### src/rtl/decode_stage.sv
// RISC-V RV32I/RV64I decode stage with a micro-op FIFO between fetch and issue.
// Define RV_M_EXT_EN to decode the M extension; otherwise those encodings are illegal.
module decode_stage #(
    parameter int unsigned XLEN  = 32,
    parameter int unsigned DEPTH = 2
) (
    input  logic             clk,
    input  logic             reset,
    input  logic             flush_i,
    input  logic             in_valid_i,
    output logic             in_ready_o,
    input  logic [31:0]      instr_i,
    input  logic [XLEN-1:0]  pc_i,
    output logic             out_valid_o,
    input  logic             out_ready_i,
    output logic [XLEN-1:0]  pc_o,
    output logic [4:0]       rd_o,
    output logic [4:0]       rs1_o,
    output logic [4:0]       rs2_o,
    output logic             rd_v_o,
    output logic             rs1_v_o,
    output logic             rs2_v_o,
    output logic [XLEN-1:0]  imm_o,
    output logic             rs2_is_imm_o,
    output logic [2:0]       unit_o,
    output logic [3:0]       op_o,
    output logic             word_o,
    output logic [11:0]      csr_o,
    output logic             illegal_o
);

`ifdef RV_M_EXT_EN
    localparam logic M_EN = 1'b1;
`else
    localparam logic M_EN = 1'b0;
`endif

    localparam int unsigned AW = (DEPTH > 1) ? $clog2(DEPTH) : 1;
    localparam int unsigned CW = AW + 1;

    localparam logic [6:0] OPC_LUI    = 7'b0110111;
    localparam logic [6:0] OPC_AUIPC  = 7'b0010111;
    localparam logic [6:0] OPC_JAL    = 7'b1101111;
    localparam logic [6:0] OPC_JALR   = 7'b1100111;
    localparam logic [6:0] OPC_BRANCH = 7'b1100011;
    localparam logic [6:0] OPC_LOAD   = 7'b0000011;
    localparam logic [6:0] OPC_STORE  = 7'b0100011;
    localparam logic [6:0] OPC_OPIMM  = 7'b0010011;
    localparam logic [6:0] OPC_OP     = 7'b0110011;
    localparam logic [6:0] OPC_FENCE  = 7'b0001111;
    localparam logic [6:0] OPC_SYSTEM = 7'b1110011;
    localparam logic [6:0] OPC_OPIMMW = 7'b0011011;
    localparam logic [6:0] OPC_OPW    = 7'b0111011;

    localparam logic [2:0] UNIT_ALU = 3'd0;
    localparam logic [2:0] UNIT_BR  = 3'd1;
    localparam logic [2:0] UNIT_LSU = 3'd2;
    localparam logic [2:0] UNIT_CSR = 3'd3;
    localparam logic [2:0] UNIT_MD  = 3'd4;
    localparam logic [2:0] UNIT_SYS = 3'd5;

    typedef struct packed {
        logic [XLEN-1:0] pc;
        logic [4:0]      rd;
        logic [4:0]      rs1;
        logic [4:0]      rs2;
        logic            rd_v;
        logic            rs1_v;
        logic            rs2_v;
        logic [XLEN-1:0] imm;
        logic            rs2_is_imm;
        logic [2:0]      unit;
        logic [3:0]      op;
        logic            word;
        logic [11:0]     csr;
        logic            illegal;
    } uop_t;

    logic [6:0]         opc;
    logic [2:0]         f3;
    logic [6:0]         f7;
    logic               is64;
    logic               shamt_ok;
    logic               shamt_w_ok;
    logic signed [31:0] imm_i;
    logic signed [31:0] imm_s;
    logic signed [31:0] imm_b;
    logic signed [31:0] imm_u;
    logic signed [31:0] imm_j;

    assign opc   = instr_i[6:0];
    assign f3    = instr_i[14:12];
    assign f7    = instr_i[31:25];
    assign is64  = (XLEN == 64);
    assign imm_i = {{20{instr_i[31]}}, instr_i[31:20]};
    assign imm_s = {{20{instr_i[31]}}, instr_i[31:25], instr_i[11:7]};
    assign imm_b = {{19{instr_i[31]}}, instr_i[31], instr_i[7], instr_i[30:25], instr_i[11:8], 1'b0};
    assign imm_u = {instr_i[31:12], 12'h000};
    assign imm_j = {{11{instr_i[31]}}, instr_i[31], instr_i[19:12], instr_i[20], instr_i[30:21], 1'b0};

    // RV64 shift amounts take one extra bit out of the funct7 field.
    assign shamt_ok = is64 ? (instr_i[31:26] == 6'b000000 || instr_i[31:26] == 6'b010000)
                           : (f7 == 7'b0000000 || f7 == 7'b0100000);
    assign shamt_w_ok = (f7 == 7'b0000000 || f7 == 7'b0100000);

    uop_t dec;
    logic legal;

    always_comb begin
        dec   = '0;
        legal = 1'b0;
        unique case (opc)
            OPC_LUI, OPC_AUIPC: begin
                legal = 1'b1; dec.unit = UNIT_ALU; dec.rd_v = 1'b1;
                dec.rs2_is_imm = 1'b1; dec.imm = XLEN'(imm_u);
            end
            OPC_JAL: begin
                legal = 1'b1; dec.unit = UNIT_BR; dec.rd_v = 1'b1; dec.imm = XLEN'(imm_j);
            end
            OPC_JALR: begin
                legal = 1'b1; dec.unit = UNIT_BR; dec.rd_v = 1'b1; dec.rs1_v = 1'b1;
                dec.rs2_is_imm = 1'b1; dec.imm = XLEN'(imm_i); dec.op = {1'b0, f3};
            end
            OPC_BRANCH: begin
                legal = (f3 != 3'b010) && (f3 != 3'b011);
                dec.unit = UNIT_BR; dec.rs1_v = 1'b1; dec.rs2_v = 1'b1;
                dec.imm = XLEN'(imm_b); dec.op = {1'b0, f3};
            end
            OPC_LOAD: begin
                legal = (f3 inside {3'b000, 3'b001, 3'b010, 3'b100, 3'b101})
                        || (is64 && (f3 inside {3'b011, 3'b110}));
                dec.unit = UNIT_LSU; dec.rd_v = 1'b1; dec.rs1_v = 1'b1;
                dec.rs2_is_imm = 1'b1; dec.imm = XLEN'(imm_i); dec.op = {1'b0, f3};
            end
            OPC_STORE: begin
                legal = (f3 inside {3'b000, 3'b001, 3'b010}) || (is64 && f3 == 3'b011);
                dec.unit = UNIT_LSU; dec.rs1_v = 1'b1; dec.rs2_v = 1'b1;
                dec.rs2_is_imm = 1'b1; dec.imm = XLEN'(imm_s); dec.op = {1'b0, f3};
            end
            OPC_OPIMM, OPC_OPIMMW: begin
                if (opc == OPC_OPIMM) begin
                    legal = (f3[1:0] == 2'b01) ? shamt_ok : 1'b1;
                end else begin
                    legal = is64 && (f3 == 3'b000 || ((f3 == 3'b001 || f3 == 3'b101) && shamt_w_ok));
                    dec.word = 1'b1;
                end
                dec.unit = UNIT_ALU; dec.rd_v = 1'b1; dec.rs1_v = 1'b1;
                dec.rs2_is_imm = 1'b1; dec.imm = XLEN'(imm_i);
                dec.op = {(f3[1:0] == 2'b01) ? instr_i[30] : 1'b0, f3};
            end
            OPC_OP, OPC_OPW: begin
                dec.rd_v = 1'b1; dec.rs1_v = 1'b1; dec.rs2_v = 1'b1;
                dec.word = (opc == OPC_OPW);
                if (f7 == 7'b0000001) begin
                    dec.unit = UNIT_MD; dec.op = {1'b0, f3};
                    legal = M_EN && ((opc == OPC_OP)
                            || (is64 && (f3 inside {3'b000, 3'b100, 3'b101, 3'b110, 3'b111})));
                end else begin
                    dec.unit = UNIT_ALU; dec.op = {instr_i[30], f3};
                    if (opc == OPC_OP) begin
                        legal = (f7 == 7'b0000000) || (f7 == 7'b0100000 && (f3 == 3'b000 || f3 == 3'b101));
                    end else begin
                        legal = is64 && ((f7 == 7'b0000000 && (f3 inside {3'b000, 3'b001, 3'b101}))
                                || (f7 == 7'b0100000 && (f3 == 3'b000 || f3 == 3'b101)));
                    end
                end
            end
            OPC_FENCE: begin
                legal = 1'b1; dec.unit = UNIT_SYS; dec.op = {1'b0, f3};
            end
            OPC_SYSTEM: begin
                dec.csr = instr_i[31:20]; dec.op = {1'b0, f3};
                if (f3 == 3'b000) begin
                    legal = (instr_i[19:7] == 13'd0)
                            && (instr_i[31:20] inside {12'h000, 12'h001, 12'h302, 12'h102});
                    dec.unit = UNIT_SYS; dec.csr = '0; dec.op = {1'b0, instr_i[22:20]};
                end else if (f3 == 3'b100) begin
                    legal = 1'b0;
                end else begin
                    legal = 1'b1; dec.unit = UNIT_CSR; dec.rd_v = 1'b1;
                    dec.rs1_v = ~f3[2];
                    dec.imm = f3[2] ? XLEN'(instr_i[19:15]) : '0;
                end
            end
            default: legal = 1'b0;
        endcase

        dec.rd_v  = dec.rd_v && (instr_i[11:7] != 5'd0);
        dec.rd    = dec.rd_v  ? instr_i[11:7]  : 5'd0;
        dec.rs1   = dec.rs1_v ? instr_i[19:15] : 5'd0;
        dec.rs2   = dec.rs2_v ? instr_i[24:20] : 5'd0;

        if (!legal) begin
            dec         = '0;
            dec.unit    = UNIT_SYS;
            dec.illegal = 1'b1;
        end
        dec.pc = pc_i;
    end

    uop_t           mem_q [DEPTH];
    uop_t           mem_d [DEPTH];
    logic [AW-1:0]  wr_ptr_q, wr_ptr_d;
    logic [AW-1:0]  rd_ptr_q, rd_ptr_d;
    logic [CW-1:0]  count_q, count_d;
    logic           push, pop;
    uop_t           head;

    assign in_ready_o  = (count_q != CW'(DEPTH));
    assign out_valid_o = (count_q != '0);
    assign push        = in_valid_i & in_ready_o & ~flush_i;
    assign pop         = out_valid_o & out_ready_i;

    always_comb begin
        mem_d    = mem_q;
        wr_ptr_d = wr_ptr_q;
        rd_ptr_d = rd_ptr_q;
        count_d  = count_q;
        if (flush_i) begin
            wr_ptr_d = '0;
            rd_ptr_d = '0;
            count_d  = '0;
        end else begin
            if (push) begin
                mem_d[wr_ptr_q] = dec;
                wr_ptr_d        = wr_ptr_q + 1'b1;
            end
            if (pop) begin
                rd_ptr_d = rd_ptr_q + 1'b1;
            end
            if (push && !pop) begin
                count_d = count_q + 1'b1;
            end else if (pop && !push) begin
                count_d = count_q - 1'b1;
            end
        end
    end

    always_ff @(posedge clk or posedge reset) begin
        if (reset) begin
            wr_ptr_q <= '0;
            rd_ptr_q <= '0;
            count_q  <= '0;
            for (int unsigned i = 0; i < DEPTH; i++) begin
                mem_q[i] <= '0;
            end
        end else begin
            wr_ptr_q <= wr_ptr_d;
            rd_ptr_q <= rd_ptr_d;
            count_q  <= count_d;
            mem_q    <= mem_d;
        end
    end

    assign head         = mem_q[rd_ptr_q];
    assign pc_o         = head.pc;
    assign rd_o         = head.rd;
    assign rs1_o        = head.rs1;
    assign rs2_o        = head.rs2;
    assign rd_v_o       = head.rd_v;
    assign rs1_v_o      = head.rs1_v;
    assign rs2_v_o      = head.rs2_v;
    assign imm_o        = head.imm;
    assign rs2_is_imm_o = head.rs2_is_imm;
    assign unit_o       = head.unit;
    assign op_o         = head.op;
    assign word_o       = head.word;
    assign csr_o        = head.csr;
    assign illegal_o    = head.illegal;

endmodule

### config.mk
export PLATFORM = sky130hd
export DESIGN_NAME = decode_stage
export DESIGN_NICKNAME = d
export VERILOG_FILES = /design/src/rtl/decode_stage.sv
export SDC_FILE = /design/constraint.sdc
export NUM_CORES = 1
export LEC_CHECK = 0
export BUFFER_PORTS_ARGS = -buffer_cell sky130_fd_sc_hd__buf_2
export CORE_MARGIN = 1
export CORE_UTILIZATION = 25
export CTS_BUF_LIST = sky130_fd_sc_hd__clkbuf_8
export DETAILED_ROUTE_END_ITERATION = 8
export HOLD_SLACK_MARGIN = 0.15
export PLACE_DENSITY_LB_ADDON = 0.15
export SETUP_SLACK_MARGIN = 0.3
export SLEW_MARGIN = 10
export SYNTH_ARGS = -nofsm -noshare
export SYNTH_HDL_FRONTEND = slang
export SYNTH_SLANG_ARGS = --single-unit
export TNS_END_PERCENT = 30
### constraint.sdc
create_clock -name clk -period 7.79 [get_ports clk]
set_input_delay 0.779 -clock clk [delete_from_list [all_inputs] [get_ports clk]]
set_output_delay 0.779 -clock clk [all_outputs]
set_load 0.03 [all_outputs]
==> impl_metrics.tcl <==
set metrics [dict create \
    portBuffers 174 \
    ios 175 \
    fin_nets 1279 \
    cts-root-buf "clkbuf_8" \
    clk_latency_ns 0.56 \
    grt_max_degree 138 \
    syn_inst 1082 \
    place_congestion 0.8229 \
    netlist_area_um2 10330 \
    synthArstFlopShare 1.000 \
    highest_layer "met5" \
    die_w_um 205.3 \
    wl_met1_um 15850 \
    ant_nets 0 \
    finalHoldViolations 0 \
    rsz0062_at_grt "no" \
    die_y_um 205.3 \
    endpoint_kind "output port" \
    antenna_found_initial 4 \
    yosys-top-cells-area "dfrtp_1, nand2_1, mux2_2" \
    dieArea_um2 42160 \
    drt-initial-drc-count 606 \
    path_max_fanout 67 \
    vdd_drop_max_v 0.0001539 \
    setup_viol_count_final 0 \
    synth_edf_count 0 \
    outcome "finished clean" \
    finalCriticalPeriod_ns 3.803 \
    p_leak_nw 5.839 \
    setup-tns-final_ns 0 \
    placementRows 74 \
    wl_um 35270 \
    coreArea_um2 40830 \
    grt_usage 0.1680 \
    hp-class "in2async" \
    drive_gt1_frac 0.2888 \
    cts_tree "built" \
    vias 8593 \
    synthDistinctLibCells 40 \
    synth_seq_cells 212 \
    yosys_warnings 0 \
    dr_wl_met3_um 2693 \
    fin_worst_skew_ns 0.02382 \
    clk_path_buf_depth 3 \
    cp.arrival_ns 3.02 \
    cts_num_sinks 212 \
    max_cap_violations 0 \
    avgSynthCellArea_um2 9.552 \
    grt_pass1_wl_um 53720 \
    final_util 0.3027 \
    initial_core_util 0.2531 \
    drv_slew 0 \
    slew_headroom 0.2334 \
    clkTransAtPathRegs_ns 0.06 \
    synth_top_area_frac 0.5133 \
    hpwlAfterDp_um 22000 \
    synth_top_cell_by_area "dfrtp_1" \
    final.period_utilization 0.4882 \
    drt_pass1_iterations 7 \
    wl_per_cell_um 19.94 \
    cts_setup_buffers 0 \
    routed_via_density 4.858 \
    critical_path_class "reg2out" \
    p_per_area_nw_per_um2 227.8 \
    area_growth_pct 19.58 \
    drc_errors 0 \
    grt.overflow.total 0 \
    crit_required_ns 7.01 \
    seq_area_frac_synth 0.5133 \
    fillers 4363 \
    cts_made_buffers 41 \
    cts_resized 0 \
    h-tree-depth 2 \
    met2WireLength_um 15960 \
    grt_pass1_vias 8446 \
    yosys_most_used_dff "dfrtp_1" \
    syn_nets 1151 \
    tightestPinTransition_ns 1.147 \
    startpoint_type "register" \
    hold_buffers 0 \
    max_clock_freq_mhz 263.0 \
]
[state kept, by name, summed over array words and instances (netlist names)]
name      count
wr_ptr_q      1
rd_ptr_q      1
count_q       2
mem_q       208
[layer usage]
layer | vias to the layer above | global-route usage
met3 | 52 | 0.05116
met4 | 6 | 0.04630
met1 | 4230 | 0.2286
met5 | - | 0
li1 | 4050 | -
met2 | 255 | 0.2562
[through the flow]
step | worst slack (ns) | hold slack, ns | total power, mW | instance area [um^2] | cells
detailed placement | 4.154 | 0.4582 | 1.742 | 11560 | 1699
CTS | 3.920 | 0.2815 | 2.870 | 12360 | 1768
global placement | 4.208 | 0.4523 | 1.739 | 11560 | 1699
floorplan | 1.217 | 0.4401 | 1.589 | 10330 | 1082
finish | 3.987 | 0.2807 | 2.815 | 12360 | 1769
global route | 3.841 | 0.3011 | 2.974 | 12360 | 1769
[area by class of cell]
| type | instances | area, um^2 | share of cell area |
|---|---|---|---|
| Clock inverter | 16 | 68.82 | 0.005568 |
| Antenna cell | 1 | 2.502 | 0.0002025 |
| Multi-Input combinational cell | 765 | 4583 | 0.3709 |
| Tap cell | 532 | 665.6 | 0.05386 |
| Sequential cell | 212 | 5309 | 0.4296 |
| Timing Repair Buffer | 187 | 980.9 | 0.07938 |
| Inverter | 3 | 18.77 | 0.001519 |
| Clock buffer | 53 | 729.5 | 0.05903 |
[synth_stat cells, types with 2 or more instances]
master,instances
nor3_1,13
a211oi_1,5
nor2_1,21
nand2b_1,9
o31ai_1,73
a31oi_1,8
clkbuf_1,83
o21ai_0,48
a21oi_1,32
dfrtp_1,212
nor4_1,3
buf_2,4
a22oi_1,3
inv_1,3
o22ai_1,4
nand3b_1,2
a32o_1,28
or3_1,5
mux2_2,104
and3_1,5
buf_1,6
xor2_1,2
nor3b_1,3
nand3_1,12
nor2b_1,7
nand4_1,27
a222oi_1,4
buf_6,9
and2_1,6
nand2_1,330
o32ai_1,2
[where the power goes]
part | leakage, nW | internal [mW] | switching [mW]
clock network | 0.455 | 0.604 | 0.494
registers | 2.84 | 1.20 | 0.0544
logic | 2.54 | 0.147 | 0.322
[final timing paths]
kind | startpoint | endpoint | slack, ns | cells past startpoint
min reg2reg | mem_q[181]$_DFFE_PP0P_ | mem_q[181]$_DFFE_PP0P_ | 0.47 | 2
min | reset | mem_q[185]$_DFFE_PP0P_ | 0.28 | 2
max | rd_ptr_q$_DFFE_PP0P_ | unit_o[2] | 3.99 | 3
max in group asynchronous | reset | mem_q[118]$_DFFE_PP0P_ | 6.30 | 3
max reg2reg | count_q[0]$_DFFE_PP0P_ | mem_q[110]$_DFFE_PP0P_ | 4.70 | 7
min in group clk | pc_i[17] | mem_q[89]$_DFFE_PP0P_ | 0.43 | 3
[logic make-up (layout without fill, tap and decap cells)]
family,after synthesis,after routing,share of synthesized area
AND/OR/NAND/NOR,448,448,0.1854
flip-flops,212,212,0.5133
AO/OA/AOI/OAI,210,210,0.1403
buffers and inverters,105,259,0.04516
multiplexers,104,104,0.1133
XOR/XNOR,3,3,0.002543
other,0,1,0
[placed cells by master (no fill, tap or decap), types with 21 or more instances in the layout]
| master | count |
|---|---|
| clkbuf_8 | 53 |
| dfrtp_1 | 211 |
| mux2_2 | 104 |
| nand4_1 | 27 |
| a32o_1 | 28 |
| a21oi_1 | 32 |
| buf_2 | 174 |
| nand2_1 | 329 |
| nor2_1 | 21 |
| o21ai_0 | 47 |
| o31ai_1 | 73 |
[critical path, stage by stage, from the launching register on]
cell	delay, ns
dfrtp_4	0.81
buf_4	0.88
mux2_2	0.46
buf_2	0.19
Note: power is estimated with default switching activity, not from simulation.
